--- config.mk ---
export PLATFORM = sky130hd
export DESIGN_NAME = gtia_an_decoder
export DESIGN_NICKNAME = d
export VERILOG_FILES = /design/src/rtl/gtia_an_decoder.sv
export SDC_FILE = /design/constraint.sdc
export NUM_CORES = 1
export LEC_CHECK = 0
export ABC_CLOCK_PERIOD_IN_PS = 2050
export CORE_ASPECT_RATIO = 2
export CORE_MARGIN = 8
export CORE_UTILIZATION = 40
export CTS_BUF_LIST = sky130_fd_sc_hd__clkbuf_16
export DETAILED_ROUTE_END_ITERATION = 8
export PLACE_DENSITY = 0.74
export SLEW_MARGIN = 10
export SYNTH_ARGS = -nofsm -noshare
export SYNTH_HDL_FRONTEND = slang
export SYNTH_SLANG_ARGS = --single-unit
--- constraint.sdc ---
create_clock -name Fphi0 -period 2.05 [get_ports Fphi0]
set_input_delay 0.205 -clock Fphi0 [delete_from_list [all_inputs] [get_ports Fphi0]]
set_output_delay 0.205 -clock Fphi0 [all_outputs]
set_load 0.1 [all_outputs]
--- src/rtl/gtia_an_decoder.sv ---
// Receive end of the ANTIC->GTIA AN stream: turns each color-clock code into
// a pixel pair, filters sync codes into hsync/vsync and tracks beam position.
module gtia_an_decoder #(
  parameter int SYNC_FILTER = 2,
  parameter int HPOS_W      = 8,
  parameter int VPOS_W      = 9
) (
  input  logic              Fphi0,
  input  logic              rst,
  input  logic [3:0]        AN,
  input  logic [7:0]        COLBK,
  input  logic [7:0]        COLPF0,
  input  logic [7:0]        COLPF1,
  input  logic [7:0]        COLPF2,
  input  logic [7:0]        COLPF3,
  output logic [7:0]        pixL,
  output logic [7:0]        pixR,
  output logic              hsync,
  output logic              vsync,
  output logic              frameDone,
  output logic [HPOS_W-1:0] hpos,
  output logic [VPOS_W-1:0] vpos,
  output logic [HPOS_W-1:0] lineWidth,
  output logic [VPOS_W-1:0] frameLines,
  output logic [1:0]        state_dbg
);

  localparam int CW = $clog2(SYNC_FILTER + 1);
  localparam logic [CW-1:0] SF_MAX = CW'(SYNC_FILTER);

  typedef enum logic [1:0] {
    ST_ACTIVE = 2'd0,
    ST_HSYNC  = 2'd1,
    ST_VSYNC  = 2'd2
  } state_t;

  state_t          st_q;
  state_t          st_nx;
  logic [3:0]      an_q;
  logic            an_v;
  logic [CW-1:0]   cnt_q;
  logic [CW-1:0]   cnt_nx;
  logic [1:0]      cls_q;
  logic            is_sync;
  logic [1:0]      sync_cls;
  logic            sync_rec;
  logic            hs_rec;
  logic            vs_rec;
  logic            hs_bit;
  logic            vs_bit;
  logic            hires;
  logic [7:0]      pf_col;
  logic [7:0]      hi_col;
  logic [7:0]      pix_l_nx;
  logic [7:0]      pix_r_nx;
  logic            hsync_nx;

  assign state_dbg = st_q;

  // Code classes come from an_q[2:0]; bit 3 only selects hi-res for PF codes.
  assign is_sync  = ~an_q[2] & (an_q[1:0] != 2'b00);
  assign sync_cls = an_q[1:0];
  assign hs_bit   = is_sync & an_q[1];
  assign vs_bit   = is_sync & an_q[0];
  assign hires    = an_q[3] & an_q[2];

  always_comb begin
    cnt_nx = '0;
    if (is_sync) begin
      if (cnt_q != '0 && sync_cls == cls_q) begin
        cnt_nx = (cnt_q == SF_MAX) ? SF_MAX : cnt_q + CW'(1);
      end else begin
        cnt_nx = CW'(1);
      end
    end
  end

  assign sync_rec = is_sync && (cnt_nx == SF_MAX);
  assign hs_rec   = sync_rec && (sync_cls == 2'b10);
  assign vs_rec   = sync_rec && sync_cls[0];

  always_comb begin
    st_nx = st_q;
    case (st_q)
      ST_ACTIVE: begin
        if (vs_rec)      st_nx = ST_VSYNC;
        else if (hs_rec) st_nx = ST_HSYNC;
      end
      ST_HSYNC: begin
        if (vs_rec)       st_nx = ST_VSYNC;
        else if (!hs_bit) st_nx = ST_ACTIVE;
      end
      ST_VSYNC: begin
        if (!vs_bit) st_nx = ST_ACTIVE;
      end
      default: st_nx = ST_ACTIVE;
    endcase
  end

  // In VSYNC, hsync follows the live class so HS+VS shows both strobes.
  assign hsync_nx = (st_nx == ST_HSYNC) ||
                    (st_nx == ST_VSYNC && is_sync && sync_cls == 2'b11);

  always_comb begin
    pf_col = COLPF0;
    case (an_q[1:0])
      2'd0: pf_col = COLPF0;
      2'd1: pf_col = COLPF1;
      2'd2: pf_col = COLPF2;
      2'd3: pf_col = COLPF3;
      default: pf_col = COLPF0;
    endcase
  end

  assign hi_col = {COLPF2[7:4], COLPF1[3:0]};

  always_comb begin
    pix_l_nx = COLBK;
    pix_r_nx = COLBK;
    if (hires) begin
      pix_l_nx = an_q[1] ? hi_col : COLPF2;
      pix_r_nx = an_q[0] ? hi_col : COLPF2;
    end else if (an_q[2]) begin
      pix_l_nx = pf_col;
      pix_r_nx = pf_col;
    end else if (sync_rec) begin
      pix_l_nx = 8'h00;
      pix_r_nx = 8'h00;
    end
  end

  // an_v keeps stage 2 idle until an_q holds a real post-reset sample.
  always_ff @(posedge Fphi0) begin
    if (rst) begin
      an_q       <= '0;
      an_v       <= 1'b0;
      cnt_q      <= '0;
      cls_q      <= '0;
      st_q       <= ST_ACTIVE;
      pixL       <= '0;
      pixR       <= '0;
      hsync      <= 1'b0;
      vsync      <= 1'b0;
      frameDone  <= 1'b0;
      hpos       <= '0;
      vpos       <= '0;
      lineWidth  <= '0;
      frameLines <= '0;
    end else begin
      an_q      <= AN;
      an_v      <= 1'b1;
      frameDone <= 1'b0;
      if (an_v) begin
        cnt_q <= cnt_nx;
        if (is_sync) cls_q <= sync_cls;
        st_q  <= st_nx;
        pixL  <= pix_l_nx;
        pixR  <= pix_r_nx;
        hsync <= hsync_nx;
        vsync <= (st_nx == ST_VSYNC);
        if (st_q != ST_VSYNC && st_nx == ST_VSYNC) begin
          frameLines <= vpos;
          vpos       <= '0;
          hpos       <= '0;
          frameDone  <= 1'b1;
        end else if (st_q == ST_ACTIVE && st_nx == ST_HSYNC) begin
          lineWidth <= hpos;
          hpos      <= '0;
          if (vpos != '1) vpos <= vpos + VPOS_W'(1);
        end else if (st_q == ST_ACTIVE && hpos != '1) begin
          hpos <= hpos + HPOS_W'(1);
        end
      end
    end
  end

endmodule

# Word-level counts from Yosys, hierarchy flattened
# Index checks and enable logic that the tools add are counted.
# op_classes
addsub	3
n_mul	0
div_mod_pow	0
order_cmp	0
eq_ne	13
n_shift	0
mux	24
bitwise_logic	7
reduce_logical	23
# op_table
operator	count
$mux W8	7
$pmux W8 S4	1
$mux W9	3
$mux W2	8
$eq A2 B2 Y1 const B	6
$add A9 B1 Y9 const B	1
$logic_and A1 B1 Y1	9
$ne A9 B9 Y1 const B	1
$add A8 B1 Y8 const B	1
$mux W4	2
$ne A8 B8 Y1 const B	1
$reduce_bool A2 Y1	4
$eq A2 B1 Y1 const B	3
$pmux W2 S3	1
$reduce_and A2 Y1	3
$reduce_and A3 Y1	2
$and A1 B1 Y1	4
$logic_not A2 Y1	2
$not A1 Y1	3
$reduce_bool A3 Y1	1
$add A2 B1 Y2 const B	1
$eq A2 B2 Y1	1
$mux W1	2
$ne A2 B2 Y1 const B	1
other kinds (2)	2
# word_totals
register_bits	64
latchBits	0
ramBits	0
rom_bits	0
input_bits	46
output_inout_bits	55
word_cells	84
mem_count	0

# Longest topological paths before layout
# logic_depth
word_depth	14
ltp_mapped	9

# Least setup slack after synthesis
# OpenSTA, ideal clock, no wires.
# synth_timing
kind	register to register
from	register hpos[0]
to	register hpos[3]
setup_time_ns	0.116
arrival_time_ns	2.557
t_required_ns	1.934
path_slack_ns	-0.623
stages_incl_launch_ff	8
n_path_buf	1
synth_period_minus_slack_ns	2.673
path_cell_list	dfxtp_1 -> ha_1 -> nand3_1 -> or2_2 -> o21ai_0 -> clkbuf_1 -> a211oi_1 -> a31o_2
# synth_via
elab_chain_len	4
elab_cells_between_ends	8
# synth_rtl
element	line	text
start, declared	21	output logic [HPOS_W-1:0] hpos,
start signal, assigned	171	hpos <= hpos + HPOS_W'(1);
$add A8 B1 Y8 / $ne A8 B8 Y1 (equally long branches)	171, 170	
$mux W8 / $logic_and A1 B1 Y1 (equally long branches)	170	end else if (st_q == ST_ACTIVE && hpos != '1) begin
$mux W8 / $reduce_bool A3 Y1 (equally long branches)	-	
$mux W8 / $reduce_and A2 Y1 (equally long branches)	-	
# Parallel ways exist; a longest one is shown, timed or not. The select of a mux whose other input is x is not followed.
# A chain may end at the register's enable or synchronous reset.

# Final worst setup path
# layout_timing
from	register cnt_q[1]
to	register vpos[5]
# layout_via
elab_chain_len	14
elab_cells_between_ends	23
# layout_rtl
element	line	text
start, declared	41	logic [CW-1:0] cnt_q;
start signal, assigned	154	cnt_q <= cnt_nx;
$add A2 B1 Y2 (tied with other cells)	71	cnt_nx = (cnt_q == SF_MAX) ? SF_MAX : cnt_q + CW'(1);
$mux W2 / $logic_and A1 B1 Y1 (equally long branches)	71, 70	
$mux W2 *	70	if (cnt_q != '0 && sync_cls == cls_q) begin
$mux W2 *	69	if (is_sync) begin
$eq A2 B2 Y1 *	78	assign sync_rec = is_sync && (cnt_nx == SF_MAX);
$logic_and A1 B1 Y1 *	78	
$logic_and A1 B1 Y1	79	assign hs_rec = sync_rec && (sync_cls == 2'b10);
$mux W2	87	else if (hs_rec) st_nx = ST_HSYNC;
$mux W2	86	if (vs_rec) st_nx = ST_VSYNC;
$pmux W2 S3 *	84	case (st_q)
$eq A2 B2 Y1 / $eq A2 B1 Y1 (equally long branches)	161, 166	
$logic_and A1 B1 Y1 (on tied branches)	161, 166	
$reduce_bool A2 Y1 (no line)	-	
$reduce_and A3 Y1 (no line)	-	
end signal, assigned	169	if (vpos != '1) vpos <= vpos + VPOS_W'(1);
end, declared	22	output logic [VPOS_W-1:0] vpos,
# Every way passes the cells marked *; elsewhere a longest branch is shown, timed or not.

==> impl_metrics.env <==
export IMPL_min_path_type="in -> reg"
export IMPL_finalCritPeriodShare_pct=103
export IMPL_fmaxAchievable_mhz=476
export IMPL_netlist_top_cells_count="nand2_1 (64), dfxtp_1 (60), a21oi_1 (42)"
export IMPL_syn_area_um2=3100
export IMPL_syn_num_nets=436
export IMPL_layout_setup_ws_ps=-51.5
export IMPL_top_layer_used="met4"
export IMPL_htree_levels=3
export IMPL_status="complete, but fails checks"
export IMPL_wl_mm=10.1
export IMPL_port_buffers=100
export IMPL_dp_hpwl_mm=7.54
export IMPL_antenna_cells=0
export IMPL_ios=101
export IMPL_synth_edf_count=0
export IMPL_syn_to_final_growth_pct=47.4
export IMPL_design_core_area_um2=7540
export IMPL_wl_per_cell_um=16.8
export IMPL_synthMostInstantiatedCell="nand2_1"
export IMPL_die_w_um=78.3
export IMPL_fillers=725
export IMPL_grt_pass1_vias=3231
export IMPL_die_area_um2=11000
export IMPL_failed_checks="negative setup slack"
export IMPL_wl_met2_mm=5.44
export IMPL_wl_met1_mm=3.83
export IMPL_synth_area_top_cells="dfxtp_1 (39%), nand2_1 (7.7%), a21oi_1 (6.8%), nand3_1 (4.4%), nor2_1 (2.8%)"
export IMPL_fin_skew_ps=6.64
export IMPL_synth_top_area_cell="dfxtp_1"
export IMPL_grt_pass1_wl_mm=15.9
export IMPL_cp_max_fo=6
export IMPL_syn_avg_cell_area_um2=8.04
export IMPL_drt_iter0_markers=120
export IMPL_irDropWorstVdd_mv=0.579
export IMPL_cp_start_kind="flop"
export IMPL_async_reset_ff_share_pct=0
export IMPL_crit_arrival_ps=2300
export IMPL_final_max_slew_viol_count=0
export IMPL_tritoncts="done"
export IMPL_gr_total_overflow=0
export IMPL_tightest_slew_ps=594
export IMPL_row_count=45
export IMPL_antenna_found_initial=0
export IMPL_ant_nets=0
export IMPL_fin_nets=549
export IMPL_vias=3273
export IMPL_met3_wirelength_um=578
export IMPL_drv_cap=0
export IMPL_drive_above_1_share_pct=30.0
export IMPL_hold_violations=0
export IMPL_ys_warn_count=0
export IMPL_die_h_um=141
export IMPL_clock_path_buffers=2
export IMPL_ys_flop_type="dfxtp_1"
export IMPL_grtUsageTotal_pct=18.0
export IMPL_power_density_nw_per_um2=693
export IMPL_clockRootBuffer="clkbuf_16"
export IMPL_start_util_pct=41.1
export IMPL_fin_crit_ps=2100
export IMPL_ys_types=53
export IMPL_relSlewSlack_pct=60.4
export IMPL_viasPerCell=5.47
export IMPL_critPathKind="reg -> reg"
export IMPL_dp_slack_ps=-80.2
export IMPL_drc=0
export IMPL_leakage_nw=1.79
export IMPL_finalSetupViolations=4
export IMPL_ys_seq_elements=60
export IMPL_yosysSeqAreaShare_pct=38.7
export IMPL_grt_max_degree=30
export IMPL_clk_pin_slew_worst_paths_ps=50
export IMPL_worstPathRequired_ps=2250
export IMPL_hold_buffers=0
export IMPL_clock_latency_ps=330
export IMPL_cts_sinks=60
export IMPL_syn_instance_count=386
export IMPL_cp_end_kind="flop"
export IMPL_dr_pass1_iters=4
export IMPL_numCtsBuffers=9
export IMPL_p_total_w=0.00317
export IMPL_synth_top_cell_area_share_pct=38.7
export IMPL_gp_congestion=0.819
export IMPL_grt_setup_unrepaired="true"
## critical path, cell delays in order, from the launching register on
cell and delay (ps):
dfxtp_2 330, inv_2 30, ha_1 250, or3b_4 410
or4_1 590, o31a_1 170, o21ai_1 120, a21oi_1 70
## metal layers
| metal | vias up | GRT usage (%) |
|---|---|---|
| met5 | - | 0 |
| met3 | 21 | 5.67 |
| met1 | 1543 | 17.7 |
| met2 | 107 | 33.2 |
| met4 | 0 | 7.37 |
| li1 | 1602 | - |
## final timing paths
kind	startpoint	end	slack [ps]	cells past startpoint
min reg2reg	frameLines[1]$_SDFFE_PP0P_	frameLines[1]$_SDFFE_PP0P_	460	2
min	rst	an_v$_DFF_P_	370	2
max	cnt_q[1]$_SDFFE_PP0P_	vpos[5]$_SDFFE_PP0P_	-50	7
max reg2reg	cnt_q[1]$_SDFFE_PP0P_	vpos[5]$_SDFFE_PP0P_	-50	7
## cells by family (layout without fill, tap and decap cells)
group | count (synthesis) | after routing | share of synthesized area (%)
AOI/OAI and AO/OA | 98 | 98 | 20.6
DFF | 60 | 60 | 38.7
buffers and inverters | 41 | 158 | 6.09
adders and majority gates | 4 | 4 | 1.61
muxes | 16 | 16 | 6.61
xor gates and xnor gates | 5 | 5 | 1.41
and+or+nand+nor | 162 | 163 | 25.0
## state kept, by name, summed over array words and instances (netlist names), 4 cells and up
name and flops:
pixL 8, vpos 9, pixR 4, lineWidth 8
hpos 8, an_q 4, frameLines 9
## layout make-up
type	instances	area, um^2	area share (%)
Multi-Input combinational cell	286	1820	39.7
Sequential cell	60	1240	27.1
Timing Repair Buffer	128	1080	23.5
Clock buffer	10	250	5.47
Tap cell	94	118	2.57
Inverter	14	52.6	1.15
Clock inverter	6	23.8	0.520
## cell usage in the layout (no fill, tap or decap), drive strengths merged, types with 3 or more instances in the layout
master          n
o31ai           5
nor3           10
o32ai           3
a21oi          42
and2            3
clkinv          3
a311oi          4
nand2b          4
buf            84
dfxtp          60
a221oi          3
nor3b           3
nand3          28
clkbuf         10
o21ai          17
nand2          65
mux2            6
clkdlybuf4s50  44
mux2i           7
nor2b          11
or4             3
ha              4
a211oi         11
inv            17
nor2           23
or3b            3
mux4            3
or2             3
xor2            4
## what timing repair did
| item | 4_1_cts | 5_1_grt |
|---|---|---|
| buffers inserted | 0 | 1 |
| gates cloned | 0 | 1 |
| resized for setup | 8 | 16 |
| pin swaps | 2 | 4 |
| endpoints found under the setup margin | 20 | 40 |
## power by group
| group | leakage (nW) | switching [W] | internal, W |
|---|---|---|---|
| clock | 0.150 | 0.000505 | 0.000865 |
| combinational | 1.14 | 0.000374 | 0.000206 |
| sequential | 0.499 | 0.0000263 | 0.00119 |
## per-stage QoR
stage                     utilization [%]  hold WS [ps]  TNS [ps]  cells  cell area (um^2)
final                                60.6           366      -161    598              4570
after global routing                 60.6           388     -2050    598              4570
after CTS                            59.8           349      -221    597              4510
after detailed placement             55.9           448      -655    581              4220
after global placement               55.9           444      -106    581              4220
after floorplan                         -           333         0    386              3160
(Power assumes the default switching activity.)
